### src/rtl/hazard_stall_controller_pkg.sv
// Shared pipeline-control definitions used by the stall controller, decode and forwarding logic.
package hazard_stall_controller_pkg;

    localparam int REG_ADDR_W = 3;

    typedef enum logic [1:0] {
        ST_RUN        = 2'd0,
        ST_INT_DRAIN  = 2'd1,
        ST_INT_PUSH   = 2'd2,
        ST_INT_VECTOR = 2'd3
    } state_t;

endpackage

### src/rtl/hazard_stall_controller_load_use_detect.sv
// Flags a load in D/E whose destination is read by the instruction in F/D.
module load_use_detect
    import hazard_stall_controller_pkg::*;
(
    input  logic                  de_mem_read,
    input  logic [REG_ADDR_W-1:0] de_rdst,
    input  logic [REG_ADDR_W-1:0] fd_rsrc,
    input  logic [REG_ADDR_W-1:0] fd_rtgt,
    input  logic                  fd_use_src,
    input  logic                  fd_use_tgt,
    output logic                  load_use
);

    always_comb begin
        load_use = de_mem_read &
                   ((fd_use_src & (fd_rsrc == de_rdst)) |
                    (fd_use_tgt & (fd_rtgt == de_rdst)));
    end

endmodule

### src/rtl/hazard_stall_controller.sv
// PC / F/D / D/E enable and flush sequencing: load-use stalls, branch flushes,
// memory freezes, interrupt entry, plus a saturating stall-cycle counter.
module hazard_stall_controller
    import hazard_stall_controller_pkg::*;
#(
    parameter int DRAIN_CYCLES = 3,
    parameter int PUSH_CYCLES  = 2,
    parameter int CNT_W        = 16
) (
    input  logic                  clk,
    input  logic                  reset,
    input  logic                  de_mem_read,
    input  logic [REG_ADDR_W-1:0] de_rdst,
    input  logic [REG_ADDR_W-1:0] fd_rsrc,
    input  logic [REG_ADDR_W-1:0] fd_rtgt,
    input  logic                  fd_use_src,
    input  logic                  fd_use_tgt,
    input  logic                  branch_taken,
    input  logic                  mem_busy,
    input  logic                  int_req,
    output logic                  pc_en,
    output logic                  fd_en,
    output logic                  fd_flush,
    output logic                  de_en,
    output logic                  de_flush,
    output logic                  int_push,
    output logic                  pc_sel_vec,
    output logic                  int_ack,
    output logic [CNT_W-1:0]      stall_cnt
);

    localparam int MAX_C = (DRAIN_CYCLES > PUSH_CYCLES) ? DRAIN_CYCLES : PUSH_CYCLES;
    localparam int CW    = (MAX_C > 1) ? $clog2(MAX_C) : 1;

    state_t        state, state_nxt, dec_state;
    logic [CW-1:0] cnt, cnt_nxt;
    logic          load_use;

    load_use_detect u_load_use_detect (
        .de_mem_read (de_mem_read),
        .de_rdst     (de_rdst),
        .fd_rsrc     (fd_rsrc),
        .fd_rtgt     (fd_rtgt),
        .fd_use_src  (fd_use_src),
        .fd_use_tgt  (fd_use_tgt),
        .load_use    (load_use)
    );

    // While reset is asserted the outputs decode as if in RUN.
    assign dec_state = reset ? state : ST_RUN;

    always_comb begin
        state_nxt  = state;
        cnt_nxt    = cnt;
        pc_en      = 1'b1;
        fd_en      = 1'b1;
        de_en      = 1'b1;
        fd_flush   = 1'b0;
        de_flush   = 1'b0;
        int_push   = 1'b0;
        pc_sel_vec = 1'b0;
        int_ack    = 1'b0;

        if (mem_busy) begin
            pc_en = 1'b0;
            fd_en = 1'b0;
            de_en = 1'b0;
        end else begin
            unique case (dec_state)
                ST_RUN: begin
                    if (load_use) begin
                        pc_en    = 1'b0;
                        fd_en    = 1'b0;
                        de_flush = 1'b1;
                    end
                    if (int_req && !branch_taken) begin
                        state_nxt = ST_INT_DRAIN;
                        cnt_nxt   = CW'(DRAIN_CYCLES - 1);
                    end
                end
                ST_INT_DRAIN: begin
                    pc_en    = 1'b0;
                    fd_en    = 1'b0;
                    de_flush = 1'b1;
                    if (cnt == '0) begin
                        state_nxt = ST_INT_PUSH;
                        cnt_nxt   = CW'(PUSH_CYCLES - 1);
                    end else begin
                        cnt_nxt = cnt - 1'b1;
                    end
                end
                ST_INT_PUSH: begin
                    pc_en    = 1'b0;
                    fd_en    = 1'b0;
                    de_flush = 1'b1;
                    int_push = 1'b1;
                    if (cnt == '0) begin
                        state_nxt = ST_INT_VECTOR;
                    end else begin
                        cnt_nxt = cnt - 1'b1;
                    end
                end
                ST_INT_VECTOR: begin
                    pc_sel_vec = 1'b1;
                    pc_en      = 1'b1;
                    fd_flush   = 1'b1;
                    int_ack    = 1'b1;
                    state_nxt  = ST_RUN;
                end
                default: state_nxt = ST_RUN;
            endcase

            // A taken branch overrides the enables but lets the sequence advance.
            if (branch_taken) begin
                pc_en    = 1'b1;
                fd_en    = 1'b1;
                de_en    = 1'b1;
                fd_flush = 1'b1;
                de_flush = 1'b1;
            end
        end
    end

    always_ff @(posedge clk) begin
        if (!reset) begin
            state     <= ST_RUN;
            cnt       <= '0;
            stall_cnt <= '0;
        end else begin
            state <= state_nxt;
            cnt   <= cnt_nxt;
            if (!pc_en && (stall_cnt != '1)) begin
                stall_cnt <= stall_cnt + 1'b1;
            end
        end
    end

endmodule

### config.mk
export PLATFORM = sky130hd
export DESIGN_NAME = hazard_stall_controller
export DESIGN_NICKNAME = d
export VERILOG_FILES = /design/src/rtl/hazard_stall_controller_pkg.sv /design/src/rtl/hazard_stall_controller_load_use_detect.sv /design/src/rtl/hazard_stall_controller.sv
export SDC_FILE = /design/constraint.sdc
export NUM_CORES = 1
export LEC_CHECK = 0
export ABC_AREA = 1
export BUFFER_PORTS_ARGS = -buffer_cell sky130_fd_sc_hd__buf_2
export CAP_MARGIN = 15
export CORE_ASPECT_RATIO = 0.8
export CORE_MARGIN = 8
export CORE_UTILIZATION = 40
export DETAILED_ROUTE_END_ITERATION = 10
export PLACE_DENSITY = 0.66
export SETUP_SLACK_MARGIN = 0.4
export SLEW_MARGIN = 10
export SYNTH_ARGS = -nofsm -noshare
export SYNTH_HDL_FRONTEND = slang
export SYNTH_SLANG_ARGS = --single-unit
export TNS_END_PERCENT = 20
### constraint.sdc
create_clock -name clk -period 1.4 [get_ports clk]
set_input_delay 0.14 -clock clk [delete_from_list [all_inputs] [get_ports clk]]
set_output_delay 0.14 -clock clk [all_outputs]
set_load 0.1 [all_outputs]
### Word level (Yosys, flattened, before mapping)

Cells that the tools add are included.

* register bits: 20
* latch bits: 0
* memory bits (writable): 0
* ROM bits: 0
* bits of input ports: 17
* output and inout bits: 24
* word-level logic and storage cells: 57
* memories kept: 0

* add/subtract/negate cells: 2
* $mul: 0
* divide/modulo/power cells: 0
* $lt $le $gt $ge: 0
* equality and inequality tests: 10
* shift-type cells: 0
* mux-type cells: 27
* bitwise operators: 5
* reduce and logical (&&, ||, !) cells: 10

Operators by type and width (count)
* 16-bit by 1-bit adder with 16-bit output (second input constant): 1
* 16-bit inequality test (second input constant): 1
* 1-bit two-way mux: 15
* 2-bit two-way mux: 7
* 2-bit inequality test (second input constant): 4
* 2-bit one-hot mux with 4 select lines: 1
* 4-bit AND reduction: 2
* 3-bit equality test: 2
* 2-bit one-hot mux with 3 select lines: 1
* 2-bit equality test (second input constant): 2
* 2-bit zero test: 2
* 1-bit one-hot mux with 2 select lines: 2
* 1-bit bitwise AND: 3
* 1-bit one-hot mux with 3 select lines: 1
* 3-bit nonzero test: 1
* 2-bit by 1-bit equality test with 1-bit output (second input constant): 1
* 1-bit logical AND: 2
* 1-bit zero test: 2
* 2-bit OR reduction: 1
* 2-bit by 1-bit subtractor with 2-bit output (second input constant): 1
* 1-bit inverter: 1
* 1-bit bitwise OR: 1

### Longest topological paths before layout

* word-level depth: 10
* mapped depth: 15
* mapped depth without buffers: 14

### Cells and area by module

A second synthesis with hierarchy kept.

* cells, all modules: 249
* area, all modules: 1471.4 sq um

By module, submodules not included
* hazard_stall_controller: instances 1, cells an instance 214, area an instance 1335.0 sq um, sequential area each 400.4 sq um
* load_use_detect: instances 1, cells an instance 35, area an instance 136.4 sq um, sequential area each 0.0 sq um

### Least setup slack after synthesis

Ideal clock, no wire load.

* path type: input-to-output
* start: in reset
* end: out pc_sel_vec
* arrival time: 2.507 ns
* data required time: 1.260 ns
* path slack: -1.247 ns
* stages: 7
* buffers on the path: 2
* path through: buf_2 nand2_1 inv_1 ha_1 inv_1 nor2_1 buf_4

* word-level cells in the longest chain between the ends: 4

RTL lines
* start: declaration: line hazard_stall_controller.sv:11 `input logic reset,`
* 2-bit two-way mux: line hazard_stall_controller.sv:50 `assign dec_state = reset ? state : ST_RUN;`
* 2-bit equality test
* 1-bit two-way mux (2 in a row)
* end: declaration: line hazard_stall_controller.sv:27 `output logic pc_sel_vec,`

No other way between the ends.

### Worst setup path after layout

* start: reg state[1]
* end: out de_flush

* word-level cells in the longest chain between the ends: 6
* elaborated cells on any way between the ends: 8
* those cells by class: eq/ne (2); mux (4); reduce/logical (2)

RTL lines
* start: declaration: line hazard_stall_controller.sv:35 `state_t state, state_nxt, dec_state;`
* start signal: assignment: line hazard_stall_controller.sv:130 `state <= state_nxt;`
* 2-bit two-way mux *: line hazard_stall_controller.sv:50
* 2-bit equality test or 2-bit by 1-bit equality test with 1-bit output (tied branches): line hazard_stall_controller.sv:69 `unique case (dec_state)`
* 2-bit OR reduction (no source line)
* 1-bit one-hot mux with 2 select lines *: line hazard_stall_controller.sv:69
* 1-bit two-way mux *: line hazard_stall_controller.sv:114 `if (branch_taken) begin`
* 1-bit two-way mux *: line hazard_stall_controller.sv:64 `if (mem_busy) begin`
* end: declaration: line hazard_stall_controller.sv:25 `output logic de_flush,`

Every way passes the cells marked *; elsewhere a longest branch is shown, timed or not.

==> summary.txt <==
Die
  – CORE AREA: 0.00347 mm^2
  – Die W: approximately 83 um
  – Initial core utilization: 0.420
  – # rows: 19
  – I/O pin cnt: between 40 and 50
  – Die area: 0.00584 mm^2
  – Die Height: 70.0 um

Synthesis
  – Synthesized instance count: 243
  – Ranking of synthesized cells by area: dfxtp_1 (27%), nand2_1 (17%), nor2_1 (11%)
  – Synthesis Warnings: 0
  – Post-Synth Adder-Cell Area: 0.0773
  – Syn_area_per_cell: 5.99 um^2
  – Sequential share of the synthesized area: 0.275
  – Post-synthesis mux area share: 0
  – Post-synth top area cell: dfxtp_1
  – Synth Area in Simple Gates: 0.393
  – Synth Cell Area: 0.00146 mm^2
  – XOR/XNOR Fraction of Synth Area: 0
  – Flops & latches, synth: 20
  – Post-synth top area share: 0.275
  – Largest family of logic cells by synthesized area: simple AND/OR/NAND/NOR gates
  – Net Count, Synth: 269
  – Cell variety after synth: 22
  – Compound-gate portion of the synthesized area: 0.114

Place
  – Number of port buffers: 40
  – DP Wirelength: 2.88 mm
  – Area after DPL: approximately 0.0022 mm^2
  – GP Congestion: 0.839

CTS
  – Cts bufs inserted: 3
  – Clk Latency, worst-skew pair: 260 ps
  – Bufs on Longest Clock Path: 2
  – CTS sink cnt: 20
  – CTS root buf: clkbuf_8
  – CTS tree: done
  – Clock slew at reported path FFs: ~70 ps
  – H-Tree Depth: 1
  – Hold_buf cts: 0

Setup path
  – Launching point of the worst reg2reg path: stall_cnt[0]
  – CP Data Arrival Time: 1590 ps
  – Slowest CP cell: dfxtp_2
  – Crit-path max cell delay: approximately 350 ps
  – Capture point of the worst reg-to-reg path: stall_cnt[4]
  – Worst Reg-to-Reg Cells: 12
  – R2R setup slack: -190 ps
  – Crit. End Element: output port
  – Critical Path Fanout Max: 4
  – Setup crit start kind: flop
  – Critical path class: reg2out
  – Crit path required time: 1260 ps
  – Crit-path cells: nand2_4, ha_2, inv_2, a21oi_1, nor2_1, nor2_4, buf_12

STA
  – Tightest Pin Transition: 487 ps
  – Max-slew violations: 0
  – Achievable Freq: 577 MHz
  – Worst Hold Margin: 333 ps
  – Worst setup margin: -333 ps
  – Final period util: 1.24
  – Unrepaired setup endpoints after global routing: yes
  – Clk_skew: between 8 and 9 ps
  – Worst rel slew slack: 0.678
  – Final Setup Violations: 25
  – Sum of negative setup slack: -3920 ps
  – Final Hold Viols: 0
  – Tmin final: 1730 ps

Cells and area
  – Layout Utilization: 0.768
  – Design Area, Final: 0.00267 mm^2
  – P&R area growth vs syn: 83.0%
  – Final #Nets: ~350
  – Share of layout cells above drive strength 1: 0.497
  – Ant. Diodes: 0

Drt
  – Routed WL: 4.38 mm
  – Vias post-DR: 1686
  – Post-DRT Antenna Nets: 0
  – Initial DRC Count: 85
  – First-pass iteration count of the detailed router: 4
  – Drt drc: 0
  – WL/cell: 12.0 um
  – Via density: 4.63

Run status
  – Failing checks: setup timing
  – Outcome: finished, violations left

Min path
  – Hold Path Cell Cnt: 5
  – Worst hold path type: in2reg
  – Critical hold path startpoint: int_req
  – Min-Delay Endpoint: state[0]

Pwr
  – Total power: 1.62 mW
  – Max VDD drop: 0.000716 V
  – Power Density: 607 mW/mm^2
  – Leakage: 1.32 nW

GRT
  – GRT overflow: 0
  – Largest net degree at the start of global routing: 21
  – Gr usage total: 0.146
  – First-pass GRT wire length: 7.45 mm
  – Initial antenna violation count: 0
  – Vias in the first global route: between 1.5k and 2k

Flow run
  – Maxcap violations: 0
[area by class of cell]
type,count,area (um^2)
Fill cell,272,806
Tap cell,42,52.6
Inverter,41,165
Clock buffer,4,45.0
Sequential cell,20,445
Timing Repair Buffer,82,887
Multi-Input combinational cell,175,1070
[flip-flops by register name (all words and copies together) (netlist names)]
register   count
stall_cnt     16
cnt            2
state          2
[repair_timing]
| action | 4_1_cts | 5_1_grt |
|---|---|---|
| hold endpoints to repair | 0 | 0 |
| pin swaps | 12 | 11 |
| resized for setup | 80 | 27 |
| cloned | 1 | 0 |
| setup endpoints to repair | 43 | 42 |
| setup buffers | 6 | 3 |
[cell usage in the layout, fill, tap and decap left out, drive strengths merged, types with 3 or more instances in the layout]
master and n:
o21ai 6, ha 9, nand3 14, a21oi 23, nand2 68, buf 82, nand3b 3, dfxtp 20
inv 40, nor2 46, clkbuf 4
[power by group]
part	internal, mW	switching (mW)
sequential	0.580	0.0210
clock	0.202	0.185
combinational	0.260	0.370
total	1.04	0.576
[worst max-delay path, delay by kind of cell, from the launching register on]
| kind | cells | cell delay [ps] |
|---|---|---|
| compound gates | 1 | 140 |
| fa+ha+maj | 1 | 350 |
| buf+inv | 2 | 240 |
| flops | 1 | 350 |
| simple gates | 3 | 260 |
[cell usage after synthesis (all sizes together)]
| cell type | number |
|---|---|
| nand4 | 1 |
| dfxtp | 20 |
| a21oi | 23 |
| ha | 9 |
| nor2 | 46 |
| buf | 7 |
| a31oi | 1 |
| o21ai | 6 |
| nand3 | 14 |
| a211oi | 1 |
| nand2 | 68 |
| nor3 | 2 |
| o211ai | 1 |
| inv | 41 |
| nand3b | 3 |
[through the flow]
stage	setup WS, ps	std cells
floorplan	-321	243
global placement	-121	350
detailed placement	-168	350
CTS	-294	361
global route	-410	364
finish	-333	364
[routing by layer]
metal | track usage | part of all wire | up-vias
li1 | - | - | 910
met4 | 0.0268 | 0.0032 | 0
met1 | 0.161 | 0.43 | 752
met2 | 0.264 | 0.52 | 22
met3 | 0.0521 | 0.047 | 2
met5 | 0 | 0 | -
[worst max-delay path by stage]
stage,start,to,slack [ps],depth (start not counted)
detailed placement,state[1],state[0],-170,8
global route,state[1],de_flush,-410,7
finish,state[1],de_flush,-330,7
floorplan,state[0],pc_en,-320,11
CTS,state[0],pc_en,-290,11
global placement,state[1],state[1],-120,8
[logic make-up (layout without fill, tap and decap cells)]
family          count (synthesis)  in the layout
compound gates                 32             32
flops                          20             20
buf+inv                        48            127
simple gates                  134            134
fa+ha+maj                       9              9
(Power assumes the default switching activity.)
